[src/rtl/crc32_pkg.sv]
// crc32_pkg: shared CRC-32 constants, FSM state type and the byte-wide LFSR step.
// Polynomial 0x04C11DB7, MSB-first, non-reflected. Init and xorout default to
// all-ones; the residue is the register value left behind by a good frame + FCS.
package crc32_pkg;

  localparam logic [31:0] CRC32_POLY            = 32'h04C1_1DB7;
  localparam logic [31:0] CRC32_INIT_DEFAULT    = 32'hFFFF_FFFF;
  localparam logic [31:0] CRC32_XOROUT_DEFAULT  = 32'hFFFF_FFFF;
  localparam logic [31:0] CRC32_RESIDUE_DEFAULT = 32'hC704_DD7B;

  typedef enum logic [1:0] {
    IDLE   = 2'd0,
    ACTIVE = 2'd1,
    DONE   = 2'd2
  } crc_state_t;

  // Eight serial LFSR shifts, data bit 7 enters first.
  function automatic logic [31:0] crc32_byte(input logic [31:0] crc, input logic [7:0] data);
    logic [31:0] c;
    c = crc;
    for (int i = 7; i >= 0; i--) begin
      if (c[31] ^ data[i]) c = {c[30:0], 1'b0} ^ CRC32_POLY;
      else                 c = {c[30:0], 1'b0};
    end
    return c;
  endfunction

endpackage

[src/rtl/crc32_fold.sv]
// crc32_fold: combinational fold of up to DATA_W/8 bytes into a CRC-32 register.
// Ports: seed (starting register), data (first byte in the top lane), nbytes
// (bytes to fold, 0 = all) -> crc_next (folded register), nbytes_used (count folded).
module crc32_fold
  import crc32_pkg::*;
#(
  parameter int DATA_W = 64,
  parameter int NB_W   = 3
) (
  input  logic [31:0]       seed,
  input  logic [DATA_W-1:0] data,
  input  logic [NB_W-1:0]   nbytes,
  output logic [31:0]       crc_next,
  output logic [NB_W:0]     nbytes_used
);

  localparam int NBYTES = DATA_W / 8;
  localparam int CW     = NB_W + 1;

  // nbytes == 0 encodes a full beat; the extra bit holds NBYTES itself.
  assign nbytes_used = (nbytes == '0) ? CW'(NBYTES) : {1'b0, nbytes};

  // Byte chain, highest lane first; lanes past nbytes_used pass the CRC through
  // untouched so their contents never matter.
  always_comb begin
    logic [31:0] c;
    c = seed;
    for (int k = 0; k < NBYTES; k++) begin
      if (CW'(k) < nbytes_used) c = crc32_byte(c, data[DATA_W-1-8*k -: 8]);
    end
    crc_next = c;
  end

endmodule

[src/rtl/crc32_stream_engine.sv]
// crc32_stream_engine: streaming CRC-32 generate/check engine, one frame in flight.
// Ports: in_valid/in_data/in_last/in_nbytes/in_abort/check_mode beat input with
// in_ready; crc_valid pulse with crc_out, crc_ok and frame_len held until the next result.
module crc32_stream_engine
  import crc32_pkg::*;
#(
  parameter int          DATA_W      = 64,
  parameter logic [31:0] CRC_INIT    = crc32_pkg::CRC32_INIT_DEFAULT,
  parameter logic [31:0] CRC_XOROUT  = crc32_pkg::CRC32_XOROUT_DEFAULT,
  parameter logic [31:0] CRC_RESIDUE = crc32_pkg::CRC32_RESIDUE_DEFAULT,
  parameter int          LEN_W       = 16
) (
  input  logic                                                   clk,
  input  logic                                                   rst_n,
  input  logic                                                   in_valid,
  input  logic [DATA_W-1:0]                                      in_data,
  input  logic                                                   in_last,
  input  logic [((DATA_W/8 > 1) ? $clog2(DATA_W/8) : 1)-1:0]     in_nbytes,
  input  logic                                                   in_abort,
  input  logic                                                   check_mode,
  output logic                                                   in_ready,
  output logic                                                   crc_valid,
  output logic [31:0]                                            crc_out,
  output logic                                                   crc_ok,
  output logic [LEN_W-1:0]                                       frame_len
);

  localparam int NB_W = (DATA_W / 8 > 1) ? $clog2(DATA_W / 8) : 1;
  localparam int LW1  = LEN_W + 1;

  crc_state_t       state, state_nx;
  logic [31:0]      crc_reg;
  logic [LEN_W-1:0] byte_cnt;
  logic             mode_q;

  logic             xfer;
  logic             load_init;
  logic             fold_en;
  logic             finish;

  logic [31:0]      fold_seed;
  logic [NB_W-1:0]  fold_nbytes;
  logic [31:0]      fold_crc;
  logic [NB_W:0]    fold_used;
  logic [LEN_W:0]   cnt_sum;
  logic [LEN_W-1:0] cnt_next;
  logic             mode_eff;

  assign in_ready = (state != DONE);
  assign xfer     = in_valid && in_ready;

  // First beat is always seeded from CRC_INIT; in_nbytes only matters on the last beat.
  assign fold_seed   = (state == IDLE) ? CRC_INIT : crc_reg;
  assign fold_nbytes = in_last ? in_nbytes : '0;

  crc32_fold #(
    .DATA_W (DATA_W),
    .NB_W   (NB_W)
  ) u_fold (
    .seed        (fold_seed),
    .data        (in_data),
    .nbytes      (fold_nbytes),
    .crc_next    (fold_crc),
    .nbytes_used (fold_used)
  );

  // Saturating byte count: the carry-out bit flags overflow.
  assign cnt_sum  = {1'b0, byte_cnt} + LW1'(fold_used);
  assign cnt_next = cnt_sum[LEN_W] ? '1 : cnt_sum[LEN_W-1:0];

  // A single-beat frame has not latched its mode yet, so use the live input.
  assign mode_eff = (state == IDLE) ? check_mode : mode_q;

  always_comb begin
    state_nx  = state;
    load_init = 1'b0;
    fold_en   = 1'b0;
    finish    = 1'b0;
    case (state)
      IDLE, ACTIVE: begin
        // Abort wins over a coincident last beat and discards any beat with it.
        if (in_abort) begin
          state_nx  = IDLE;
          load_init = 1'b1;
        end else if (xfer) begin
          fold_en  = 1'b1;
          finish   = in_last;
          state_nx = in_last ? DONE : ACTIVE;
        end
      end
      DONE: begin
        state_nx  = IDLE;
        load_init = 1'b1;
      end
      default: begin
        state_nx  = IDLE;
        load_init = 1'b1;
      end
    endcase
  end

  always_ff @(posedge clk or negedge rst_n) begin
    if (!rst_n) begin
      state    <= IDLE;
      crc_reg  <= CRC_INIT;
      byte_cnt <= '0;
      mode_q   <= 1'b0;
    end else begin
      state <= state_nx;
      if (load_init) begin
        crc_reg  <= CRC_INIT;
        byte_cnt <= '0;
      end else if (fold_en) begin
        crc_reg  <= fold_crc;
        byte_cnt <= cnt_next;
      end
      if (state == IDLE && xfer) mode_q <= check_mode;
    end
  end

  // Results are captured on the last-beat edge so they line up with the
  // crc_valid pulse in the DONE cycle, then held until the next frame completes.
  always_ff @(posedge clk or negedge rst_n) begin
    if (!rst_n) begin
      crc_valid <= 1'b0;
      crc_out   <= '0;
      crc_ok    <= 1'b0;
      frame_len <= '0;
    end else begin
      crc_valid <= finish;
      if (finish) begin
        crc_out   <= fold_crc ^ CRC_XOROUT;
        crc_ok    <= mode_eff && (fold_crc == CRC_RESIDUE);
        frame_len <= cnt_next;
      end
    end
  end

endmodule

[config.mk]
export PLATFORM = sky130hd
export DESIGN_NAME = crc32_stream_engine
export DESIGN_NICKNAME = d
export VERILOG_FILES = /design/src/rtl/crc32_pkg.sv /design/src/rtl/crc32_fold.sv /design/src/rtl/crc32_stream_engine.sv
export SDC_FILE = /design/constraint.sdc
export NUM_CORES = 1
export LEC_CHECK = 0
export BUFFER_PORTS_ARGS = -buffer_cell sky130_fd_sc_hd__buf_2
export CORE_MARGIN = 3
export CORE_UTILIZATION = 60
export DETAILED_ROUTE_END_ITERATION = 10
export GPL_ROUTABILITY_DRIVEN = 1
export HOLD_SLACK_MARGIN = 0.08
export MAX_ROUTING_LAYER = met4
export PLACE_DENSITY = 0.85
export SKIP_CTS_REPAIR_TIMING = 1
export SLEW_MARGIN = 20
export SYNTH_ARGS = -nofsm -noshare
export SYNTH_HDL_FRONTEND = slang
export SYNTH_SLANG_ARGS = --single-unit
[constraint.sdc]
create_clock -name clk -period 12.5 [get_ports clk]
set_input_delay 1.875 -clock clk [delete_from_list [all_inputs] [get_ports clk]]
set_output_delay 1.875 -clock clk [all_outputs]
set_load 0.03 [all_outputs]
Word-level counts from Yosys, hierarchy flattened
Cells that the tools add are included.

operators by class
  add/sub/neg operators = 1
  $lt $le $gt $ge = 8
  multiplexer cells = 149
  reduce and logical (&&, ||, !) cells = 7
  bitwise operators = 129
  eq/ne operators = 4

operators by type and width
  kind                                                                   count
  32-bit two-way mux                                                     67
  27-bit two-way mux                                                     64
  14-bit NOT                                                             64
  1-bit bitwise XOR                                                      64
  16-bit two-way mux                                                     3
  32-bit equality test, second input constant                            1
  32-bit NOT                                                             1
  16-bit by 4-bit adder with 17-bit output                               1
  3-bit by 4-bit < comparator with 1-bit output, first input constant    4
  1-bit two-way mux                                                      9
  1-bit by 4-bit < comparator with 1-bit output, first input constant    2
  2-bit by 4-bit < comparator with 1-bit output, first input constant    2
  2-bit two-way mux                                                      4
  4-bit two-way mux                                                      1
  1-bit logical AND                                                      3
  3-bit logical NOT                                                      1
  3-bit two-way mux                                                      1
  3-bit inequality test, second input constant                           1
  2-bit by 1-bit equality test with 1-bit output, second input constant  1
  2-bit logical NOT                                                      1
  2-bit inequality test, second input constant                           1
  2-bit nonzero test                                                     1
  2-bit OR reduction                                                     1

word-level totals
  output and inout port bits = 51
  word-level logic and storage cells = 306
  bits of input ports = 73
  flip-flop bits (word level) = 101

Logic depth before layout (Yosys ltp)
  depth after elaboration = 196
  gate-level depth with buffers = 35
  depth with buffers taken out = 29

Cells and area by module
Synthesis repeated with hierarchy kept, for this count alone.

unflattened totals
  cells, all modules = 1861
  area total of the unflattened synthesis = 16644.7 um^2

modules (own cells, without submodules)
  module               times used  cells an instance  area an instance (um^2)
  crc32_fold           1           1403               11908.9
  crc32_stream_engine  1           458                4735.8

Worst setup path before layout
No wires, ideal clock.

  kind = input port to flip-flop
  from = input port in_data[59]
  to = register crc_ok
  path slack = 1.549 ns
  buffers on the path = 1
  data arrival time = 10.848 ns
  setup time = 0.103 ns
  cell stages on the path = 30
  path through = buf_2 -> xnor2_1 -> xor2_1 -> xor2_2 -> xor2_2 -> xor3_1 -> mux2i_1 -> xor2_2 -> xnor3_2 -> mux2_2 -> nand3_1 -> xnor3_1 -> o21ai_4 -> xnor3_2 -> xor2_1 -> xnor2_2 -> o211a_1 -> nor2_1 -> xor3_1 -> a21oi_2 -> xor3_1 -> xnor3_1 -> o21ai_1 -> xor2_2 -> xnor2_1 -> xnor3_1 -> mux2i_1 -> and2_1 -> nand4_1 -> o41ai_2

between the ends
  cells in the longest elaborated chain, start to end = 144
  elaborated cells between the ends (all ways) = 232
  classes of those cells = eq/ne: 1; mux: 120; bitwise: 110; reduce/logical: 1

ends and longest elaborated chain
  item                         line                        RTL
  start, declared              crc32_stream_engine.sv:16   input logic [DATA_W-1:0] in_data,
  1-bit bitwise XOR *          crc32_pkg.sv:22             if (c[31] ^ data[i]) c = {c[30:0], 1'b0} ^ CRC32_POLY;
  27-bit two-way mux *         crc32_pkg.sv:22
  32-bit two-way mux *         crc32_fold.sv:29            if (CW'(k) < nbytes_used) c = crc32_byte(c, data[DATA_W-1-8*k -: 8]);
  14-bit NOT (no source line)  -
  27-bit two-way mux           crc32_pkg.sv:22
  32-bit two-way mux *         crc32_fold.sv:29
  14-bit NOT (no source line)  -
  27-bit two-way mux           crc32_pkg.sv:22
  [128 not listed]             -
  27-bit two-way mux           crc32_pkg.sv:22
  32-bit two-way mux           crc32_fold.sv:29
  14-bit NOT (no source line)  -
  27-bit two-way mux           crc32_pkg.sv:22
  32-bit two-way mux           crc32_fold.sv:29
  32-bit two-way mux *         crc32_fold.sv:29
  32-bit equality test *       crc32_stream_engine.sv:133  crc_ok <= mode_eff && (fold_crc == CRC_RESIDUE);
  1-bit logical AND *          crc32_stream_engine.sv:133
  end signal, assigned         crc32_stream_engine.sv:133
  end, declared                crc32_stream_engine.sv:24   output logic crc_ok,

Mark *: on every way between the ends. The rest lies on a longest branch, timed or not. The select of a mux whose other input is x is not followed.
A chain may end at the register's enable or synchronous reset.

Worst setup path after layout
  from = input port in_data[61]
  to = register crc_ok

between the ends
  cells in the longest elaborated chain, start to end = 146
  elaborated cells between the ends (all ways) = 240
  classes of those cells = eq/ne: 1; mux: 124; bitwise: 114; reduce/logical: 1

ends and longest elaborated chain
  item                              line
  1-bit bitwise XOR *               crc32_pkg.sv:22
  27-bit two-way mux *              crc32_pkg.sv:22
  32-bit two-way mux *              crc32_fold.sv:29
  14-bit NOT (no source line)       -
  27-bit two-way mux                crc32_pkg.sv:22
  32-bit two-way mux *              crc32_fold.sv:29
  14-bit NOT (no source line)       -
  27-bit two-way mux                crc32_pkg.sv:22
  [128 not listed]                  -
  27-bit two-way mux                crc32_pkg.sv:22
  32-bit two-way mux                crc32_fold.sv:29
  14-bit NOT (no source line)       -
  27-bit two-way mux                crc32_pkg.sv:22
  32-bit two-way mux (3 in series)  crc32_fold.sv:29
  32-bit two-way mux *              crc32_fold.sv:29
  32-bit equality test *            crc32_stream_engine.sv:133
  1-bit logical AND *               crc32_stream_engine.sv:133

Marks and branches as above.

==> impl_metrics.json <==
{
  "synth.net_count": 2032,
  "die_area_mm2": 0.0301,
  "drtIter0Drc": 1681,
  "pin_count": 124,
  "rows": 60,
  "cts_tree": "yes",
  "async_flop_share": 1.00,
  "wl_mm": 53.1,
  "core-area_mm2": 0.0273,
  "place_hpwl_mm": 42.4,
  "fin_skew_ps": 7.10,
  "ant_nets": 0,
  "vias": 15100,
  "synth-seq-area-share": 0.153,
  "fmax_ghz": 0.0834,
  "drc": 0,
  "cts_made_buffers": 9,
  "drv_cap": 0,
  "status": "finished, final reports clean",
  "cp_slowest_stage_delay_ps": 590,
  "fillers": 2327,
  "clock_sinks": 101,
  "die_h_um": 173,
  "syn-cell-area_mm2": 0.0168,
  "gp_congestion": 1.01,
  "clk_latency_ps": 350,
  "start_util": 0.617,
  "synth-edff-count": 0,
  "drive_above_1_share": 0.163,
  "final_cells": 2401,
  "cts_buffer_depth": 2,
  "htreeDepth": 3,
  "setup_viol": 0,
  "layout.nets": 2100,
  "synth_ff_type": "dfrtp_1",
  "hold_path_class": "register to register",
  "yosysTopAreaCell": "xnor2_1",
  "path_common_cell": "xnor3_1",
  "finalCriticalPeriod_ps": 11990,
  "arrival_ps": 12230,
  "grt_max_degree": 79,
  "startpoint_type": "input pin",
  "cp-end-kind": "register",
  "wl_per_cell_um": 22.1,
  "antenna_found_initial": 1,
  "yosys_warnings": 0,
  "synth_seq_cells": 101,
  "syn_avg_cell_area_um2": 8.61,
  "required_ps": 12740,
  "synth_top_area_share": 0.161,
  "io_buffers": 123,
  "relSlewSlack": 0.378,
  "yosysUniqueCellTypes": 104,
  "synthCells": 1954,
  "grt_usage": 0.350,
  "viasPerCell": 6.31,
  "maxSlewViolCount": 0,
  "worstMarginPinSlew_ps": 928,
  "path_max_fanout": 8,
  "cts.clk_slew.worst_paths_ps": 70,
  "grt_pass1_vias": 14300,
  "finalCritPeriodShare": 0.959,
  "critPathKind": "input pin to register",
  "area_delta_synth_final_pct": 8.09,
  "grt_pass1_wl_mm": 81.7,
  "timing.setup.tns_ps": 0,
  "hold_viol": 0,
  "die_x_um": 173,
  "cts-root-buf": "clkbuf_16",
  "cp_slowest_cell": "xnor3_1",
  "final_util": 0.667,
  "rsz0062_at_grt": "no",
  "synth_area_leaders": "xnor2_1, xnor3_1, dfrtp_1, xor2_1, dfstp_2",
  "placed_cells": 2383,
  "grt-ovfl-total": 0,
  "first_pass_iters": 8
}
[worst max-delay path: cells and delay by family]
kind / cells / cell delay, ps
buffers and inverters: 1 / 230
and+or+nand+nor: 5 / 1450
AOI/OAI and AO/OA: 4 / 1450
muxes: 3 / 760
xor gates and xnor gates: 17 / 6450
[worst paths after layout]
check                      slack [ps]                    start  depth (start not counted)                  endpoint
setup / recovery                  510              in_data[61]                         30        crc_ok$_DFFE_PN0P_
hold / removal                    480  crc_out[20]$_DFFE_PN0P_                          2   crc_out[20]$_DFFE_PN0P_
setup reg to reg                 1020     state[1]$_DFFE_PN0P_                         31        crc_ok$_DFFE_PN0P_
hold reg to reg                   480  crc_out[20]$_DFFE_PN0P_                          2   crc_out[20]$_DFFE_PN0P_
max in group asynchronous        9860                    rst_n                          2   byte_cnt[1]$_DFFE_PN0P_
min in group asynchronous        1420                    rst_n                          1  frame_len[4]$_DFFE_PN0P_
[cell usage after synthesis (14+ instances only)]
cell type  instances
xor3_1            21
buf_2             20
xnor3_1           80
clkbuf_1          84
a21oi_1          112
dfrtp_1           69
nand3_1           41
a31oi_1           17
o22a_1            21
mux2_2            19
nor3_1            27
a211oi_1          18
mux2i_1           77
nand2_1          199
dfstp_2           32
and2_1            28
xnor2_1          310
o21ai_0          110
o211ai_1          14
xor2_1           139
and3_1            22
or3_1             27
nand2b_1          16
inv_1             20
nor2_1           175
[through the flow]
| stage | hold WS [ps] | setup WS, ps | area, µm² |
|---|---|---|---|
| after floorplan | 456 | 1550 | 16800 |
| after global placement | 457 | 589 | 17800 |
| after detailed placement | 460 | 325 | 17800 |
| after CTS | 481 | 672 | 18200 |
| after global routing | 502 | 34.8 | 18200 |
| final | 478 | 512 | 18200 |
[cells by family after synthesis]
family | share of synthesized area
simple gates | 0.165
xor+xnor | 0.402
compound gates | 0.174
buf+inv | 0.0370
mux | 0.0650
flops | 0.153
fa+ha+maj | 0.00417
[layout make-up]
class	instances	area [µm²]	area share
Antenna cell	2	5.00	0.000275
Clock buffer	10	239	0.0131
Clock inverter	6	116	0.00640
Inverter	21	78.8	0.00434
Multi-Input combinational cell	1708	13700	0.751
Sequential cell	101	2570	0.141
Tap cell	372	465	0.0256
Timing Repair Buffer	181	1050	0.0579
[cells in the final DEF, fill, tap and decap left out, types with 8 or more instances in the layout]
master | netlist | final
xnor2_1 | 310 | 310
nand2_1 | 199 | 197
nor2_1 | 175 | 174
xor2_1 | 139 | 139
buf_2 | 20 | 122
a21oi_1 | 112 | 112
o21ai_0 | 110 | 110
xnor3_1 | 80 | 80
mux2i_1 | 77 | 77
dfrtp_1 | 69 | 69
buf_4 | 4 | 59
nand3_1 | 41 | 40
dfstp_2 | 32 | 32
and2_1 | 28 | 28
or3_1 | 27 | 27
nor3_1 | 27 | 26
and3_1 | 22 | 22
xor3_1 | 21 | 21
o22a_1 | 21 | 21
inv_1 | 20 | 20
mux2_2 | 19 | 19
a211oi_1 | 18 | 18
a31oi_1 | 17 | 17
nand2b_1 | 16 | 16
o211ai_1 | 14 | 14
a21o_1 | 13 | 12
xor2_2 | 11 | 11
a211o_1 | 10 | 10
a22o_1 | 9 | 9
clkbuf_16 | 0 | 9
o21a_1 | 8 | 8
nand4_1 | 8 | 8
[metal layers]
| metal | GRT usage | share of wire | vias to the layer above |
|---|---|---|---|
| li1 | - | - | 6943 |
| met1 | 0.492 | 0.42 | 7286 |
| met2 | 0.539 | 0.45 | 805 |
| met3 | 0.0427 | 0.096 | 110 |
| met4 | 0.0922 | 0.029 | 0 |
| met5 | - | 0 | - |
Power is not shown: default switching activity piles up to over one toggle a cycle in this logic, so the estimate is an artifact.
